### config.mk
export PLATFORM = sky130hd
export DESIGN_NAME = mbist_march_ctrl
export DESIGN_NICKNAME = d
export VERILOG_FILES = /design/src/rtl/mbist_pkg.sv /design/src/rtl/mbist_cmp.sv /design/src/rtl/mbist_march_ctrl.sv
export SDC_FILE = /design/constraint.sdc
export NUM_CORES = 1
export LEC_CHECK = 0
export CAP_MARGIN = 10
export CORE_AREA = 5 5 81 91
export CTS_BUF_LIST = sky130_fd_sc_hd__clkbuf_16
export DETAILED_ROUTE_END_ITERATION = 8
export DIE_AREA = 0 0 86 96
export HOLD_SLACK_MARGIN = 0.15
export PLACE_DENSITY = 0.85
export SYNTH_ARGS = -nofsm -noshare
export SYNTH_HDL_FRONTEND = slang
export SYNTH_HIERARCHICAL = 1
export SYNTH_SLANG_ARGS = --single-unit
### constraint.sdc
create_clock -name clk -period 3.6 [get_ports clk]
set_input_delay 0.36 -clock clk [delete_from_list [all_inputs] [get_ports clk]]
set_output_delay 0.36 -clock clk [all_outputs]
set_load 0.01 [all_outputs]
### src/rtl/mbist_pkg.sv
// Shared definitions for the March C- memory BIST controller: FSM encoding and
// the per-element direction, operation and data-background tables.
package mbist_pkg;

    typedef enum logic [2:0] {
        ST_IDLE,
        ST_SETUP,
        ST_RUN,
        ST_DRAIN,
        ST_DONE
    } state_t;

    localparam int NUM_ELEMS = 6;
    localparam int ELEM_W    = 3;

    typedef logic [ELEM_W-1:0] elem_t;

    localparam elem_t LAST_ELEM = elem_t'(NUM_ELEMS - 1);

    // Bit i describes March element Mi. M0 is write-only, M5 is read-only,
    // M1..M4 are read-then-write pairs; M3/M4 walk the address space downwards.
    localparam logic [NUM_ELEMS-1:0] ELEM_DOWN      = 6'b011000;
    localparam logic [NUM_ELEMS-1:0] ELEM_HAS_READ  = 6'b111110;
    localparam logic [NUM_ELEMS-1:0] ELEM_HAS_WRITE = 6'b011111;
    localparam logic [NUM_ELEMS-1:0] ELEM_RVAL      = 6'b010100;
    localparam logic [NUM_ELEMS-1:0] ELEM_WVAL      = 6'b001010;

endpackage

### src/rtl/mbist_cmp.sv
// Read-compare path: two-stage tag pipeline matching the memory read latency,
// first-fail capture and a saturating miscompare counter.
module mbist_cmp
    import mbist_pkg::*;
#(
    parameter int DATA_WIDTH = 8,
    parameter int ADDR_WIDTH = 4,
    parameter int CNT_WIDTH  = 16
) (
    input  logic                  clk,
    input  logic                  rst,
    input  logic                  clear,
    input  logic                  rd_issue,
    input  logic [DATA_WIDTH-1:0] rd_exp,
    input  logic [ADDR_WIDTH-1:0] rd_addr,
    input  elem_t                 rd_elem,
    input  logic [DATA_WIDTH-1:0] mem_rdata,
    output logic                  fail,
    output logic [ADDR_WIDTH-1:0] fail_addr,
    output elem_t                 fail_elem,
    output logic [DATA_WIDTH-1:0] fail_exp,
    output logic [DATA_WIDTH-1:0] fail_act,
    output logic [CNT_WIDTH-1:0]  error_count
);

    typedef struct packed {
        logic [DATA_WIDTH-1:0] exp;
        logic [ADDR_WIDTH-1:0] addr;
        elem_t                 elem;
    } rd_tag_t;

    logic    s1_valid, s2_valid;
    rd_tag_t s1_tag, s2_tag;
    logic    miscompare;

    always_ff @(posedge clk) begin
        if (rst) begin
            s1_valid <= 1'b0;
            s2_valid <= 1'b0;
        end else begin
            s1_valid <= rd_issue;
            s2_valid <= s1_valid;
        end
    end

    // NOTE: tag payload is qualified by the valid bits, so it carries no reset;
    // only control state needs a known value out of reset.
    always_ff @(posedge clk) begin
        s1_tag <= '{exp: rd_exp, addr: rd_addr, elem: rd_elem};
        s2_tag <= s1_tag;
    end

    assign miscompare = s2_valid && (mem_rdata != s2_tag.exp);

    always_ff @(posedge clk) begin
        if (rst || clear) begin
            fail        <= 1'b0;
            fail_addr   <= '0;
            fail_elem   <= '0;
            fail_exp    <= '0;
            fail_act    <= '0;
            error_count <= '0;
        end else if (miscompare) begin
            if (!fail) begin
                fail_addr <= s2_tag.addr;
                fail_elem <= s2_tag.elem;
                fail_exp  <= s2_tag.exp;
                fail_act  <= mem_rdata;
            end
            fail <= 1'b1;
            if (error_count != {CNT_WIDTH{1'b1}}) begin
                error_count <= error_count + CNT_WIDTH'(1);
            end
        end
    end

endmodule

### src/rtl/mbist_march_ctrl.sv
// March C- BIST sequencer: walks six March elements over the whole address
// space, one memory operation per cycle, and feeds reads to the compare path.
module mbist_march_ctrl
    import mbist_pkg::*;
#(
    parameter int DATA_WIDTH = 8,
    parameter int ADDR_WIDTH = 4,
    parameter int CNT_WIDTH  = 16
) (
    input  logic                  clk,
    input  logic                  rst,
    input  logic                  start,
    output logic                  busy,
    output logic                  done,
    output logic                  fail,
    output logic [ADDR_WIDTH-1:0] fail_addr,
    output logic [2:0]            fail_elem,
    output logic [DATA_WIDTH-1:0] fail_exp,
    output logic [DATA_WIDTH-1:0] fail_act,
    output logic [CNT_WIDTH-1:0]  error_count,
    output logic                  mem_write_read,
    output logic [ADDR_WIDTH-1:0] mem_address,
    output logic [DATA_WIDTH-1:0] mem_wdata,
    input  logic [DATA_WIDTH-1:0] mem_rdata
);

    state_t                state, state_n;
    elem_t                 elem, elem_n, next_elem;
    logic [ADDR_WIDTH-1:0] addr, addr_n;
    logic                  phase, phase_n;
    logic                  drain_cnt, drain_cnt_n;
    logic                  last_addr, is_read;
    logic                  rd_issue, cmp_clear;
    logic [DATA_WIDTH-1:0] rd_exp;

    // NOTE: sequential state uses non-blocking assignments so every flop
    // samples the pre-edge values, independent of statement order.
    always_ff @(posedge clk) begin
        if (rst) begin
            state     <= ST_IDLE;
            elem      <= '0;
            addr      <= '0;
            phase     <= 1'b0;
            drain_cnt <= 1'b0;
        end else begin
            state     <= state_n;
            elem      <= elem_n;
            addr      <= addr_n;
            phase     <= phase_n;
            drain_cnt <= drain_cnt_n;
        end
    end

    assign next_elem = elem + elem_t'(1);
    assign last_addr = ELEM_DOWN[elem] ? (addr == '0) : (addr == {ADDR_WIDTH{1'b1}});
    // Read-write elements read in phase 0 and write the same address in phase 1.
    assign is_read   = ELEM_HAS_READ[elem] && (!ELEM_HAS_WRITE[elem] || !phase);
    assign rd_exp    = {DATA_WIDTH{ELEM_RVAL[elem]}};

    // NOTE: every output and next-state value gets a default first, so no path
    // through the case statement can leave one unassigned and infer a latch.
    always_comb begin
        state_n        = state;
        elem_n         = elem;
        addr_n         = addr;
        phase_n        = phase;
        drain_cnt_n    = drain_cnt;
        busy           = 1'b0;
        done           = 1'b0;
        mem_write_read = 1'b0;
        mem_address    = '0;
        mem_wdata      = '0;
        rd_issue       = 1'b0;
        cmp_clear      = 1'b0;

        case (state)
            ST_IDLE: begin
                if (start) begin
                    state_n = ST_SETUP;
                    elem_n  = '0;
                    addr_n  = '0;
                    phase_n = 1'b0;
                end
            end
            ST_SETUP: begin
                busy      = 1'b1;
                cmp_clear = 1'b1;
                mem_wdata = {DATA_WIDTH{ELEM_WVAL[elem]}};
                state_n   = ST_RUN;
            end
            ST_RUN: begin
                busy           = 1'b1;
                mem_address    = addr;
                mem_wdata      = {DATA_WIDTH{ELEM_WVAL[elem]}};
                mem_write_read = !is_read;
                rd_issue       = is_read;
                if (ELEM_HAS_READ[elem] && ELEM_HAS_WRITE[elem] && !phase) begin
                    phase_n = 1'b1;
                end else begin
                    phase_n = 1'b0;
                    if (!last_addr) begin
                        addr_n = ELEM_DOWN[elem] ? addr - ADDR_WIDTH'(1) : addr + ADDR_WIDTH'(1);
                    end else if (elem == LAST_ELEM) begin
                        state_n     = ST_DRAIN;
                        drain_cnt_n = 1'b0;
                        addr_n      = '0;
                    end else begin
                        elem_n = next_elem;
                        addr_n = ELEM_DOWN[next_elem] ? {ADDR_WIDTH{1'b1}} : '0;
                    end
                end
            end
            ST_DRAIN: begin
                busy        = 1'b1;
                drain_cnt_n = 1'b1;
                if (drain_cnt) begin
                    state_n = ST_DONE;
                end
            end
            ST_DONE: begin
                done    = 1'b1;
                state_n = ST_IDLE;
            end
            default: state_n = ST_IDLE;
        endcase
    end

    mbist_cmp #(
        .DATA_WIDTH(DATA_WIDTH),
        .ADDR_WIDTH(ADDR_WIDTH),
        .CNT_WIDTH (CNT_WIDTH)
    ) u_cmp (
        .clk        (clk),
        .rst        (rst),
        .clear      (cmp_clear),
        .rd_issue   (rd_issue),
        .rd_exp     (rd_exp),
        .rd_addr    (addr),
        .rd_elem    (elem),
        .mem_rdata  (mem_rdata),
        .fail       (fail),
        .fail_addr  (fail_addr),
        .fail_elem  (fail_elem),
        .fail_exp   (fail_exp),
        .fail_act   (fail_act),
        .error_count(error_count)
    );

endmodule

## Word level (Yosys, flattened, before mapping)

Memories as Yosys holds them, arrays and structs flattened. A register that Yosys moved wholly into a read port is not among the register bits.
Index checks and enable logic that the tools add are counted.

- Register bits after elaboration: 62
- Bits in read-only memories: 48
- Bits of input ports: 11
- Word-level logic and storage cells: 114
- Memories: 6

Memories:

| name | depth | bits a word | rd ports | clocked after memory_dff | write ports | line | text |
|---|---|---|---|---|---|---|---|
| (no name shown) | 8 | 1 | 1 | 0 | 0 | mbist_march_ctrl.sv:109 | `addr_n = ELEM_DOWN[next_elem] ? {ADDR_WIDTH{1'b1}} : '0;` |
| (no name shown) | 8 | 1 | 1 | 1 | 0 | mbist_march_ctrl.sv:102 | `addr_n = ELEM_DOWN[elem] ? addr - ADDR_WIDTH'(1) : addr + ADDR_WIDTH'(1);` |
| (no name shown) | 8 | 1 | 1 | 1 | 0 | mbist_march_ctrl.sv:97 | `if (ELEM_HAS_READ[elem] && ELEM_HAS_WRITE[elem] && !phase) begin` |
| (no name shown) | 8 | 1 | 1 | 1 | 0 | mbist_march_ctrl.sv:97 |  |
| (no name shown) | 8 | 1 | 1 | 1 | 0 | mbist_march_ctrl.sv:94 | `mem_wdata = {DATA_WIDTH{ELEM_WVAL[elem]}};` |
| (no name shown) | 8 | 1 | 1 | 1 | 0 | mbist_march_ctrl.sv:58 | `assign rd_exp = {DATA_WIDTH{ELEM_RVAL[elem]}};` |

- Add/sub/neg operators: 4
- Magnitude comparators: 2
- Equal/unequal tests: 14
- Muxes and demuxes: 45
- Bitwise operators: 2
- Reduce and logical (&&, ||, !) cells: 23

Operators by type and width:

| operator | count |
|---|---|
| two-way mux 3 bit | 17 |
| two-way mux 4 bit | 7 |
| adder 16 x 1 -> 16 bit (second input constant) | 1 |
| inequality test 16 bit (second input constant) | 1 |
| two-way mux 1 bit | 15 |
| inequality test 2 bit (second input constant) | 6 |
| one-hot mux 3 bit (4 select lines) | 1 |
| AND reduction 5 bit | 2 |
| less-than comparator 3 x 4 -> 1 bit (second input constant) | 2 |
| two-way mux 8 bit | 1 |
| inequality test 8 bit | 1 |
| one-hot mux 4 bit (2 select lines) | 1 |
| == test 3 x 2 -> 1 bit (second input constant) | 2 |
| == test 3 bit (second input constant) | 2 |
| one-hot mux 3 bit (2 select lines) | 1 |
| AND reduction 2 bit | 3 |
| adder 4 x 1 -> 4 bit (second input constant) | 1 |
| == test 4 bit (second input constant) | 1 |
| logical AND 1 bit | 4 |
| logical NOT 4 bit | 1 |
| one-hot mux 1 bit (2 select lines) | 2 |
| AND reduction 4 bit | 1 |
| nonzero test 2 bit | 2 |
| OR reduction 2 bit | 2 |
| other kinds (9) | 13 |

## Depth between registers and ports, before layout

Gate-level depths: netlist (run 1).

- Depth after elaboration: 8
- Depth in mapped cells: 8
- Depth with buffers taken out: 8

## Cells and area by module

Netlist (run 1), hierarchy kept.

Modules (own cells, without submodules):

| module | times used | cells each | area an instance (µm²) |
|---|---|---|---|
| mbist_cmp | 1 | 228 | 2,419.8 |
| mbist_march_ctrl | 1 | 120 | 1,041.0 |

## Least setup slack after synthesis (run 1)

No wires, ideal clock.

- Path type: register to register
- Start: register elem[1]
- End: register (tool-made name)
- Arrival time: 1.895 ns
- Slack: 1.635 ns
- Stages on the path, launching flop included: 9
- Period minus slack after synthesis: 1.965 ns
- Cells stage by stage: dfxtp_1 -> inv_1 -> ha_1 -> nand3_1 -> o211ai_1 -> o311a_1 -> a41oi_2 -> or3b_1 -> a21oi_1

RTL lines:

| what | line | text |
|---|---|---|
| start, declared | mbist_march_ctrl.sv:28 | `elem_t elem, elem_n, next_elem;` |
| start signal, assigned | mbist_march_ctrl.sv:47 | `elem <= elem_n;` |

## Worst setup path in the final report (run 1)

- Start: register state[1]
- End: output port mem_wdata[6]

- Longest elaborated chain between the ends: 3

Ends and longest elaborated chain:

| what | line | text |
|---|---|---|
| start, declared | mbist_march_ctrl.sv:27 | `state_t state, state_n;` |
| start signal, assigned | mbist_march_ctrl.sv:46 | `state <= state_n;` |
| == test 3 x 2 -> 1 bit / == test 3 x 1 -> 1 bit (equally long branches) | mbist_march_ctrl.sv:76 | `case (state)` |
| OR reduction 2 bit (no line) * | - |  |
| two-way mux 8 bit * | - |  |
| end, declared | mbist_march_ctrl.sv:23 | `output logic [DATA_WIDTH-1:0] mem_wdata,` |

Every way passes the cells marked *; elsewhere a longest branch is shown, timed or not.

==> metrics.yaml, run 1 <==
clock_network:
  postCtsSetupBuffers: 0
  clkTransAtPathRegs_ns: 0.06
  cts-root-buf: "clkbuf_16"
  cts_made_buffers: 9
  htree_levels: 3
  clockBufferDepth: 2
  clkLatencyLatePin_ns: 0.33
  clock_sinks: 89
  cts_hold_buf: 0
  ctsResizeCount: 0
  cts_tree: "done"
logic_synthesis:
  synth_top_family_by_area: "simple AND/OR/NAND/NOR gates"
  ys.flop_type: "dfxtp_1"
  muxShareOfSynthArea: 0.0763
  mappedNetlistNets: 366
  synth_top_cell_by_area: "dfxtp_1"
  ys_types: 51
  synth_warnings: 6
  synthesis.area_sq_mm: 0.00346
  yosysSeqAreaShare: 0.515
  synth-simple-area-share: 0.194
  synth-xor-area-share: 0.0278
  synth_seq_cells: 89
  async_flop_share: 0
  synth_top_cell_area_share: 0.515
  synthCells: 348
  synth_fa_ha_area_frac: 0.0275
  synth_compound_area_frac: 0.119
  syn_area_per_cell_sq_um: 9.94
  synth-edff-count: 0
  synthTopCellsByArea: "dfxtp_1, mux2i_1, nor2_1"
timing:
  post-route-min-period_ns: 2.81
  grt_setup_unrepaired: "no"
  hold_viol_final: 0
  max_freq_ghz: 0.356
  worst_slack_ns: 0.787
  finalMaxSlewViolations: 0
  setup_viol: 0
  finClkSkew_ns: 0.00763
  worstMarginPinSlew_ns: 0.968
  finalCritPeriodShare: 0.781
  slew_headroom: 0.353
  finalSetupTns_ns: 0
  fin_hold_ws_ns: 0.325
worst_setup_path:
  critPathTopFamily: "simple AND/OR/NAND/NOR gates"
  end_kind: "output pin"
  slowest_delay_ns: 0.59
  cp.arrival_ns: 2.45
  cp-start-kind: "flip-flop"
  crit_start: "state[1]"
  cp.required_ns: 3.24
  critPathBufInv: 1
  path_cells: "nand2b_1, nor2_1, o21a_1, clkdlybuf4s50_1"
  worstPathMaxFanout: 12
  cp_slowest_cell: "clkdlybuf4s50_1"
  critical_path_class: "flip-flop to output pin"
  rr_startpoint: "u_cmp/s2_tag[12]"
grt:
  grt.busiest_layer: "met2"
  grt_pass1_vias: 2525
  gr-usage-met1: 0.209
  antenna_found_initial: 0
  grt_max_degree: 39
  track_usage: 0.180
  grt_pass1_wl_um: 11700
  grt_use_met3: 0.0411
  grt_overflow: 0
  gr-usage-met2: 0.317
floorplan:
  num_rows: 31
  core_area_sq_mm: 0.00640
  initial_core_util: 0.541
  die_width_um: 86
  die_area_sq_mm: 0.00826
  io_pins: 66
  chipHeight_um: 96
layout:
  drive_gt1_frac: 0.0591
  diodes: 0
  fin_nets: 420
  multi_input_area_sq_mm: 0.00155
  fillers: 481
  seqCellArea_sq_mm: 0.00178
  utilization: 0.693
  final_common_cell: "dfxtp_1"
  final_cell_mix: "dfxtp_1, clkdlybuf4s50_1, nor2_1"
  syn2layout_area_growth_pct: 28.1
outcome:
  outcome: "completed"
power:
  power.leakage_uw: 0.00154
  total_power_uw: 2050
  p_per_area_mw_per_mm2: 463
  ir_worst_vdd_v: 0.000273
detailed_routing:
  first_iter_violations: 149
  drtAntennaViolNets: 0
  routed_wirelength_um: 7190
  dr.pass1.iters: 4
  vias: 2710
  vias_per_cell: 5.55
  wl_per_cell_um: 14.7
  route.detailed.drc: 0
job:
  maxCapViolCount: 0
placed_design:
  io_buffers: 65
  dpl.hpwl_um: 4920
  dpl_worst_slack_ns: 0.782
  gp_congestion: 0.839
worst_hold_path:
  worstHoldStart: "u_cmp/s1_tag[0]"
  hold_path_class: "flip-flop to flip-flop"
final cells by class:
cell class,count,share of cell area
well taps,82,0.0231
multi-input cells,230,0.349
inverters,5,0.00423
clock inverters,6,0.0206
repair buffers,67,0.150
clock buffers,9,0.0508
flip-flops and latches,89,0.402
flip-flops by register name (all words and copies together), names as in the netlist, named ones only:
signal	flops
addr	4
u_cmp/fail_exp	8
u_cmp/s2_tag	15
drain_cnt	1
elem	3
u_cmp/s2_valid	1
u_cmp/fail	1
u_cmp/s1_tag	15
u_cmp/s1_valid	1
u_cmp/fail_addr	4
u_cmp/fail_elem	3
phase	1
u_cmp/error_count	16
rd_exp	1
u_cmp/fail_act	8
state	3
logic make-up (layout without fill, tap and decap cells):
kind of cell,after synthesis,after routing
AND/OR/NAND/NOR,124,124
flip-flops,89,89
AO/OA/AOI/OAI,62,62
buffers and inverters,29,87
multiplexers,26,26
XOR/XNOR,11,11
adder cells (fa/ha/maj),7,7
worst reg2reg max path, delay by kind of cell, from the launching register on:
family	cells	cell delay, ns
AND/OR/NAND/NOR	1	0.69
flip-flops	1	0.33
AO/OA/AOI/OAI	3	1.01
XOR/XNOR	1	0.14
metrics by stage:
stage                     cells  instance area, sq um
final                       488                  4430
after global routing        488                  4430
after CTS                   488                  4430
after detailed placement    473                  4120
after global placement      473                  4120
after floorplan             348                  3460
synthesized netlist by cell type (all sizes together) (3+ instances only):
library cell / number
dfxtp: 89
nor2: 44
mux2i: 26
a21oi: 24
nand2: 14
buf: 12
clkbuf: 12
or4: 10
nand3: 8
o21ai: 8
or3: 8
xor2: 8
nand4: 7
and2: 6
ha: 6
o31ai: 6
inv: 5
nor4: 5
a211oi: 3
and3: 3
nand2b: 3
nor2b: 3
nor3: 3
o211ai: 3
xnor2: 3
metal layers:
layer / up-vias / wire length (um) / part of all wire
met5: - / 0 / 0
met4: 0 / 132 / 0.018
met3: 16 / 342 / 0.048
met2: 68 / 3720 / 0.52
met1: 1282 / 3000 / 0.42
li1: 1344 / - / -
report_power, final:
group	internal, uW	total (uW)	switching, uW	leakage, uW
Combinational	32.0	78.3	46.3	0.000668
Sequential	991	1000	10.2	0.000717
Clock	607	974	367	0.000156
path summary, 6_finish.rpt:
| path | endpoint | slack (ns) | cells past startpoint |
|---|---|---|---|
| max reg2reg | u_cmp/error_count[13] | 1.32 | 5 |
| min | u_cmp/s2_tag[0] | 0.32 | 0 |
| max | mem_wdata[6] | 0.79 | 4 |
| min reg2reg | u_cmp/s2_tag[0] | 0.32 | 0 |
Power figures use the tool's default switching activity.
==> run 2: changes to the inputs <==
--- a/config.mk
+++ b/config.mk
@@ -6,12 +6,12 @@
 export NUM_CORES = 1
 export LEC_CHECK = 0
 export CAP_MARGIN = 10
-export CORE_AREA = 5 5 81 91
+export CORE_AREA = 5 5 84 94
 export CTS_BUF_LIST = sky130_fd_sc_hd__clkbuf_16
 export DETAILED_ROUTE_END_ITERATION = 8
-export DIE_AREA = 0 0 86 96
+export DIE_AREA = 0 0 89 99
 export HOLD_SLACK_MARGIN = 0.15
-export PLACE_DENSITY = 0.85
+export PLACE_DENSITY = 0.79
 export SYNTH_ARGS = -nofsm -noshare
 export SYNTH_HDL_FRONTEND = slang
 export SYNTH_HIERARCHICAL = 1
==> constraint.sdc (replaced) <==
create_clock -name clk -period 2.9 [get_ports clk]
set_input_delay 0.29 -clock clk [delete_from_list [all_inputs] [get_ports clk]]
set_output_delay 0.29 -clock clk [all_outputs]
set_load 0.01 [all_outputs]
==> metrics.yaml, run 2 (synthesis results as in run 1) <==
worst_setup_path:
  cp.arrival_ns: 2.24  # -0.21 ns
  cp-start-kind: "flip-flop"
  end_kind: "output pin"
  worstPathMaxFanout: 11  # -1
  cp.required_ns: 2.61  # -0.63 ns
  critical_path_class: "flip-flop to output pin"
floorplan:
  num_rows: 32  # +3.2%
  die_width_um: 89  # +3.5%
  die_area_sq_mm: 0.00881  # +6.7%
  initial_core_util: 0.505  # -0.0353
  core_area_sq_mm: 0.00685  # +7.0%
  chipHeight_um: 99  # +3.1%
  io_pins: 66  # unchanged
grt:
  antenna_found_initial: 0  # unchanged
  gr-usage-met1: 0.217  # +0.00771
  track_usage: 0.175  # -0.00533
  grt_max_degree: 31  # -21%
  grt_overflow: 0  # unchanged
  grt_pass1_wl_um: 12300  # +4.4%
  grt_use_met3: 0.0318  # -0.00932
  gr-usage-met2: 0.294  # -0.0226
  grt_pass1_vias: 2561  # +1.4%
  grt.busiest_layer: "met2"
timing:
  setup_viol: 0  # unchanged
  finalMaxSlewViolations: 0  # unchanged
  hold_viol_final: 0  # unchanged
  slew_headroom: 0.446  # +0.0931
  finalSetupTns_ns: 0  # unchanged
  worstMarginPinSlew_ns: 0.820  # -0.148 ns
  max_freq_ghz: 0.395
  finalCritPeriodShare: 0.873
  post-route-min-period_ns: 2.53
  grt_setup_unrepaired: "no"
  finClkSkew_ns: 0.00735  # -0.000285 ns
layout:
  drive_gt1_frac: 0.0706  # +0.0114
  final_common_cell: "dfxtp_1"
  largest_reg_flops: 16  # unchanged
  final_cells: 496  # +1.6%
  top_regs: "u_cmp/error_count: 16 flops, u_cmp/s1_tag: 15 flops, u_cmp/s2_tag: 15 flops"
  diodes: 0  # unchanged
  fin_nets: 424  # +0.95%
  largest-register: "u_cmp/error_count"
  syn2layout_area_growth_pct: 28.7
  final_cell_mix: "dfxtp_1, clkdlybuf4s50_1, nor2_1"
clock_network:
  cts-root-buf: "clkbuf_16"
  clkTransAtPathRegs_ns: 0.07  # about the same
  htree_levels: 3  # unchanged
  clockBufferDepth: 2  # unchanged
  postCtsSetupBuffers: 0  # unchanged
  clock_sinks: 89  # unchanged
  cts_tree: "done"
  clkLatencyLatePin_ns: 0.33  # about the same
  cts_hold_buf: 0  # unchanged
  ctsResizeCount: 0  # unchanged
  cts_made_buffers: 9  # unchanged
detailed_routing:
  vias_per_cell: 5.47  # -1.4%
  vias: 2715  # +0.18%
  drtAntennaViolNets: 0  # unchanged
  dr.pass1.iters: 4  # unchanged
  first_iter_violations: 168  # +13%
  routed_wirelength_um: 7340  # +2.0%
  route.detailed.drc: 0  # unchanged
  wl_per_cell_um: 14.8  # +0.40%
worst_hold_path:
  hold_path_class: "flip-flop to flip-flop"
placed_design:
  io_buffers: 65  # unchanged
  dpl.hpwl_um: 5050  # +2.7%
  gp_congestion: 0.808  # -3.6%
  dp.cells: 480  # +1.5%
power:
  ir_worst_vdd_v: 0.000363  # +33%
  power.leakage_uw: 0.00155  # +0.39%
  p_per_area_mw_per_mm2: 546  # +18%
outcome:
  outcome: "completed"
job:
  maxCapViolCount: 0  # unchanged
[run 2: path summary, 6_finish.rpt]
path,from,to,slack [ns],depth (start not counted)
hold reg to reg,u_cmp/s1_tag[7],u_cmp/s2_tag[7],0.33,0
hold / removal,u_cmp/s1_tag[7],u_cmp/s2_tag[7],0.33,0
setup reg to reg,elem[1],flip-flop,0.65,8
setup / recovery,state[0],mem_wdata[4],0.37,3
[run 2: metrics by stage]
stage          hold WS, ns  instance area (sq um)  setup WS [ns]  power [uW]   util
6_report             0.326                   4450          0.367        2430  0.650
3_5_place_dp         0.312                   4160          0.450        1370  0.608
3_3_place_gp         0.310                   4160          0.514        1370  0.608
4_1_cts              0.326                   4450          0.321        2450  0.650
5_1_grt              0.332                   4450          0.182        2530  0.650
2_1_floorplan        0.310                   3460          0.935        1330      -
[run 2: cell type report]
class	count	area (sq um)
Tap cell	85	106
Fill cell	525	2390
Multi-Input combinational cell	230	1550
Inverter	5	18.8
Clock inverter	7	63.8
Sequential cell	89	1780
Clock buffer	9	225
Timing Repair Buffer	71	708
[run 2: critical path, stage by stage, from the launching register on]
cell	delay (ns)
dfxtp_1	0.51
nor3b_1	0.49
o21a_1	0.33
clkdlybuf4s50_1	0.59
[run 2: layer usage]
| layer | vias up | wire, um |
|---|---|---|
| met5 | - | 0 |
| met4 | 0 | 62 |
| met3 | 5 | 346 |
| met2 | 53 | 3780 |
| met1 | 1293 | 3150 |
| li1 | 1364 | - |
[run 2: power by group]
part / switching, uW / total [uW] / internal [uW]
registers: 12.6 / 1240 / 1230
logic: 59.3 / 102 / 43.0
clock network: 489 / 1090 / 596
total: 561 / 2430 / 1870
==> run 3: changes to the inputs <==
--- a/config.mk
+++ b/config.mk
@@ -6,12 +6,12 @@
 export NUM_CORES = 1
 export LEC_CHECK = 0
 export CAP_MARGIN = 10
-export CORE_AREA = 5 5 84 94
+export CORE_AREA = 5 5 92 86
 export CTS_BUF_LIST = sky130_fd_sc_hd__clkbuf_16
 export DETAILED_ROUTE_END_ITERATION = 8
-export DIE_AREA = 0 0 89 99
+export DIE_AREA = 0 0 97 91
 export HOLD_SLACK_MARGIN = 0.15
-export PLACE_DENSITY = 0.79
+export PLACE_DENSITY = 0.8
 export SYNTH_ARGS = -nofsm -noshare
 export SYNTH_HDL_FRONTEND = slang
 export SYNTH_HIERARCHICAL = 1
==> metrics.yaml, run 3 (synthesis results as in run 1) <==
grt:
  antenna_found_initial: 0  # unchanged
  grt_max_degree: 30  # -3.2%
  grt_pass1_vias: 2617  # +2.2%
  grt_overflow: 0  # unchanged
  track_usage: 0.167  # -0.00773
  grt_pass1_wl_um: 12300  # +0.17%
placed_design:
  dpl.hpwl_um: 4930  # -2.5%
  io_buffers: 65  # unchanged
  gp_congestion: 0.815  # +0.84%
floorplan:
  initial_core_util: 0.505  # -0.000830
  die_width_um: 97  # +9.0%
  chipHeight_um: 91  # -8.1%
  die_area_sq_mm: 0.00883  # +0.18%
  core_area_sq_mm: 0.00686  # +0.16%
  io_pins: 66  # unchanged
  num_rows: 29  # -9.4%
timing:
  finalSetupTns_ns: 0  # unchanged
  hold_viol_final: 0  # unchanged
  finalMaxSlewViolations: 0  # unchanged
  finClkSkew_ns: 0.00345  # -0.00390 ns
  worstMarginPinSlew_ns: 0.777  # -0.0428 ns
  grt_setup_unrepaired: "no"
  setup_viol: 0  # unchanged
  finalCritPeriodShare: 0.813  # -0.0601
  slew_headroom: 0.475  # +0.0289
  max_freq_ghz: 0.424  # +7.4%
  post-route-min-period_ns: 2.36  # -0.174 ns
power:
  switching_share: 0.236  # +0.00534
  power_frac_comb: 0.042  # about the same
  p_per_area_mw_per_mm2: 551  # +1.0%
  total_power_uw: 2460  # +1.3%
  p_seq_frac: 0.504  # -0.007
  power.leakage_uw: 0.00155  # +0.22%
  p_sw_uw: 582  # +3.7%
  ir_worst_vdd_v: 0.000435  # +20%
  internal-power_uw: 1880  # +0.65%
  pwr-share-clk: 0.454  # +0.007
worst_hold_path:
  hold_path_class: "flip-flop to flip-flop"
clock_network:
  clkLatencyLatePin_ns: 0.33  # about the same
  clockBufferDepth: 2  # unchanged
  cts_tree: "done"
  clock_sinks: 89  # unchanged
  ctsResizeCount: 0  # unchanged
  cts-root-buf: "clkbuf_16"
  postCtsSetupBuffers: 0  # unchanged
  cts_made_buffers: 9  # unchanged
  cts_hold_buf: 0  # unchanged
  htree_levels: 3  # unchanged
  clkTransAtPathRegs_ns: 0.07  # about the same
job:
  maxCapViolCount: 0  # unchanged
detailed_routing:
  wl_per_cell_um: 14.1  # -4.4%
  route.detailed.drc: 0  # unchanged
  dr.pass1.iters: 4  # unchanged
  drtAntennaViolNets: 0  # unchanged
  routed_wirelength_um: 7140  # -2.7%
  first_iter_violations: 130  # -23%
  vias: 2681  # -1.3%
  vias_per_cell: 5.31  # -3.0%
worst_setup_path:
  end_kind: "output pin"
  cp.arrival_ns: 2.07  # -0.17 ns
  cp-start-kind: "flip-flop"
  cp.required_ns: 2.61  # about the same
  critical_path_class: "flip-flop to output pin"
  worstPathMaxFanout: 11  # unchanged
layout:
  multi_input_area_sq_mm: 0.00155  # unchanged
  largest_reg_flops: 16  # unchanged
  largest-register: "u_cmp/error_count"
  diodes: 0  # unchanged
  final_cell_mix: "dfxtp_1, clkdlybuf4s50_1, nor2_1"
  seqCellArea_sq_mm: 0.00178  # unchanged
  fillers: 530  # +0.95%
  fin_nets: 425  # +0.24%
  final_common_cell: "dfxtp_1"
  syn2layout_area_growth_pct: 29.1
  top_regs: "u_cmp/error_count: 16 flops, u_cmp/s1_tag: 15 flops, u_cmp/s2_tag: 15 flops"
  drive_gt1_frac: 0.0728  # +0.00226
outcome:
  outcome: "completed"
run 3: changes by cell type in the layout (fill, tap and decap cells not counted):
cell and change:
buf_4 +2, clkinv_2 -1, buf_12 -1, clkinvlp_4 +1, inv_8 +3, inv_6 -3
run 3: layout make-up:
type | count | area share
clock buffers | 9 | 0.0504
multi-input cells | 230 | 0.347
well taps | 93 | 0.0260
clock inverters | 7 | 0.0165
repair buffers | 72 | 0.157
flip-flops and latches | 89 | 0.399
inverters | 5 | 0.00420
run 3: critical path: stages, from the launching register on:
cell and delay, ns:
dfxtp_1 0.51, nor3b_1 0.24, buf_4 0.16, o21a_1 0.25, clkdlybuf4s50_1 0.59
run 3: power by group through the flow:
| stage | combinational (uW) | sequential [uW] | clock [uW] |
|---|---|---|---|
| floorplan | 63.5 | 1260 | 0 |
| global placement | 101 | 1270 | 0 |
| detailed placement | 103 | 1270 | 0 |
| CTS | 104 | 1240 | 1150 |
| global route | 115 | 1240 | 1200 |
| finish | 104 | 1240 | 1120 |
run 3: per-stage QoR:
stage               setup slack [ns]  hold WS (ns)  utilization  instance area [sq um]  instances
global placement               0.482         0.310        0.608                   4170        489
global route                   0.374         0.327        0.652                   4470        505
floorplan                      0.935         0.310            -                   3460        348
detailed placement             0.427         0.312        0.608                   4170        489
CTS                            0.501         0.327        0.652                   4470        505
finish                         0.542         0.326        0.652                   4470        505
run 3: final timing paths:
check                       start  slack (ns)               to  cells past startpoint
hold reg to reg   u_cmp/s1_tag[0]        0.33  u_cmp/s2_tag[0]                      0
hold / removal    u_cmp/s1_tag[0]        0.33  u_cmp/s2_tag[0]                      0
setup / recovery         state[0]        0.54     mem_wdata[3]                      4
setup reg to reg          elem[1]        0.64        flip-flop                      8
run 3: routing by layer:
layer	track usage	wire, um
met5	0	0
met4	0.0585	104
met3	0.0521	359
met2	0.275	3320
met1	0.208	3360
==> RTL change: new RTL, config.mk and constraints of run 2 <==
`ADDR_WIDTH` is set to 4 in 2 places; all go to 6.
--- a/src/rtl/mbist_cmp.sv
+++ b/src/rtl/mbist_cmp.sv
@@ -4,7 +4,7 @@
     import mbist_pkg::*;
 #(
     parameter int DATA_WIDTH = 8,
-    parameter int ADDR_WIDTH = 4,
+    parameter int ADDR_WIDTH = 6,
     parameter int CNT_WIDTH  = 16
 ) (
     input  logic                  clk,
--- a/src/rtl/mbist_march_ctrl.sv
+++ b/src/rtl/mbist_march_ctrl.sv
@@ -4,7 +4,7 @@
     import mbist_pkg::*;
 #(
     parameter int DATA_WIDTH = 8,
-    parameter int ADDR_WIDTH = 4,
+    parameter int ADDR_WIDTH = 6,
     parameter int CNT_WIDTH  = 16
 ) (
     input  logic                  clk,
Interface: changed (resized fail_addr and mem_address); port bits go from 66 to 70. No check against the original RTL was run, so the function may have changed too.
==> RTL change against run 2 <==
- area after synthesis increased by 15%
- cell area increased by 12%
- worst setup slack got worse by 0.034 ns
- critical endpoint is now mem_wdata[3]
- utilization increased by 7.6 points
- sequential share of layout area decreased by 0.99 points
- sequential cell count increased by 8
- routed wire length increased by 12%
- global-route usage increased by 1.7 points
Power is not compared: it rests on default switching activity, and its combinational part moved more than twofold at a synthesized area within 25%.
==> RTL change: results (changes against run 2) <==
- Via Count: 3075 (was 2715)
- GP Congestion: 0.883 (was 0.808)
- Sequential-to-total area share from yosys stat: 48.6% (was 51.5%)
- DR iter-0 viols: 109 (was 168)
- HPWL Detailed: 5820 um (was 5050 um)
- # setup viols final: 0 (unchanged)
- Max transition margin: 67.2% (was 44.6%)
- Top cells by count, synth: dfxtp_1, nor2_1, a21oi_1 (was dfxtp_1, nor2_1, mux2i_1)
- Reg2Reg Capture Point: u_cmp/fail_exp[0]$_SDFFE_PP0P_
- Synth area leaders: dfxtp_1, mux2i_1, nor2_1, a21oi_1, nand2_1 (was dfxtp_1, mux2i_1, nor2_1, a21oi_1, ha_1)
- Clk_lat worst skew: 0.33 ns (about the same)
- Global-route wire length before repair: 13600 um (was 12300 um)
- Total CTS buffers: 9 (unchanged)
- Leakage: 1.80 nW
- CP arrival: 2.28 ns (was 2.24 ns)
- Hold depth: 0 (unchanged)
- Yosys cell types: 67 (was 51)
- Hold path start: u_cmp/s1_tag[7]$_DFF_P_ (unchanged)
- Routing usage on met1: 24.6% (was 21.7%)
- Number of port buffers: 69 (was 65)
- Drt first pass iters: 4 (unchanged)
- Biggest regs: u_cmp/s1_tag: 17 flops, u_cmp/s2_tag: 17 flops, u_cmp/error_count: 16 flops (was u_cmp/error_count: 16 flops, u_cmp/s1_tag: 15 flops, u_cmp/s2_tag: 15 flops)
- Postcts setup bufs: 0 (unchanged)
- Nets@finish: 484 (was 424)
- Hold Path Class: reg -> reg (unchanged)
- H-tree depth: 3 (unchanged)
- Reg2Reg Setup Slack: 0.83 ns (was 0.65 ns)
- Net count of the mapped netlist: 421 (was 366)
- Met3 Resource Use GR: 5.27% (was 3.18%)
- Crit path max fanout: 9 (was 11)
- Initial antenna violation count: 0 (unchanged)
- Fill cell count: 503 (was 525)
- Resized cells post-CTS: 0 (unchanged)
- Internal power: 0.00223 W
- Gr usage total: 19.2% (was 17.5%)
- Routed wire per std cell: 14.8 um (about the same)
- Pin count of the biggest net entering global routing: 28 (was 31)
- Primary FF master, synth: dfxtp_1 (unchanged)
- Met2 usage: 31.2% (was 29.4%)
- Drt drc: 0 (unchanged)
- Ys Warns: 6 (unchanged)
- Critical path launch point: state[0]$_SDFFE_PP0P_ (unchanged)
- Layout cells sized above 1: 9.79% (was 7.06%)
- Worst Skew: 0.00667 ns (was 0.00735 ns)
- Buffer levels on the longest clock path: 2 (unchanged)
- Vias in the first global route: 3007 (was 2561)
- Hold Crit Endpoint: u_cmp/s2_tag[7]$_DFF_P_ (unchanged)
- FF-to-FF path depth: 5 (was 8)
- Post-synth EDFFs: 0 (unchanged)
- Reg clk slew, reported paths: 0.07 ns (about the same)
- CTS Root Cell: clkbuf_16 (unchanged)
- Run status: finished clean (unchanged)
- Crit path capture: mem_wdata[3] (was mem_wdata[4])
-- RTL change: power groups by stage --
| stage | logic (W) | registers [W] | clock network (W) |
|---|---|---|---|
| floorplan | 0.000447 | 0.00146 | 0 |
| global placement | 0.000516 | 0.00150 | 0 |
| detailed placement | 0.000529 | 0.00151 | 0 |
| CTS | 0.000533 | 0.00148 | 0.00115 |
| global route | 0.000586 | 0.00149 | 0.00121 |
| finish | 0.000534 | 0.00148 | 0.00112 |
-- RTL change: routing by layer --
metal  vias to the layer above  wire [um]
met5                         -          0
met4                         0         59
met3                         5        408
met2                        73       4100
met1                      1445       3650
li1                       1552          -
-- RTL change: per-stage QoR --
step	hold WS [ns]	worst slack, ns	std cells	instance area, um2
after floorplan	0.310	0.962	402	4000
after global placement	0.310	0.598	539	4680
after detailed placement	0.312	0.503	539	4680
after CTS	0.323	0.280	555	4980
after global routing	0.334	0.145	555	4980
final	0.326	0.333	555	4980
-- RTL change: cells by family after synthesis --
family	Yosys count	share of synthesized area [%]
buf+inv	29	4.76
mux	28	7.14
simple gates	150	21.4
fa+ha+maj	8	2.69
flops	97	48.6
compound gates	75	12.1
xor+xnor	15	3.29
-- RTL change: worst max-delay path: stages, from the launching register on --
cell and delay, ns:
dfxtp_1 0.52, inv_1 0.17, nor3_1 0.39, o21a_1 0.29
clkdlybuf4s50_1 0.58
-- RTL change: final cells by class --
| cell class | count | area, um2 | area share [%] |
|---|---|---|---|
| sequential | 97 | 1940 | 39.0 |
| multi-input combinational | 276 | 1870 | 37.6 |
| clock inverter | 7 | 66.3 | 1.33 |
| timing repair buffer | 77 | 751 | 15.1 |
| clock buffer | 9 | 225 | 4.53 |
| inverter | 4 | 15.0 | 0.302 |
| tap | 85 | 106 | 2.14 |
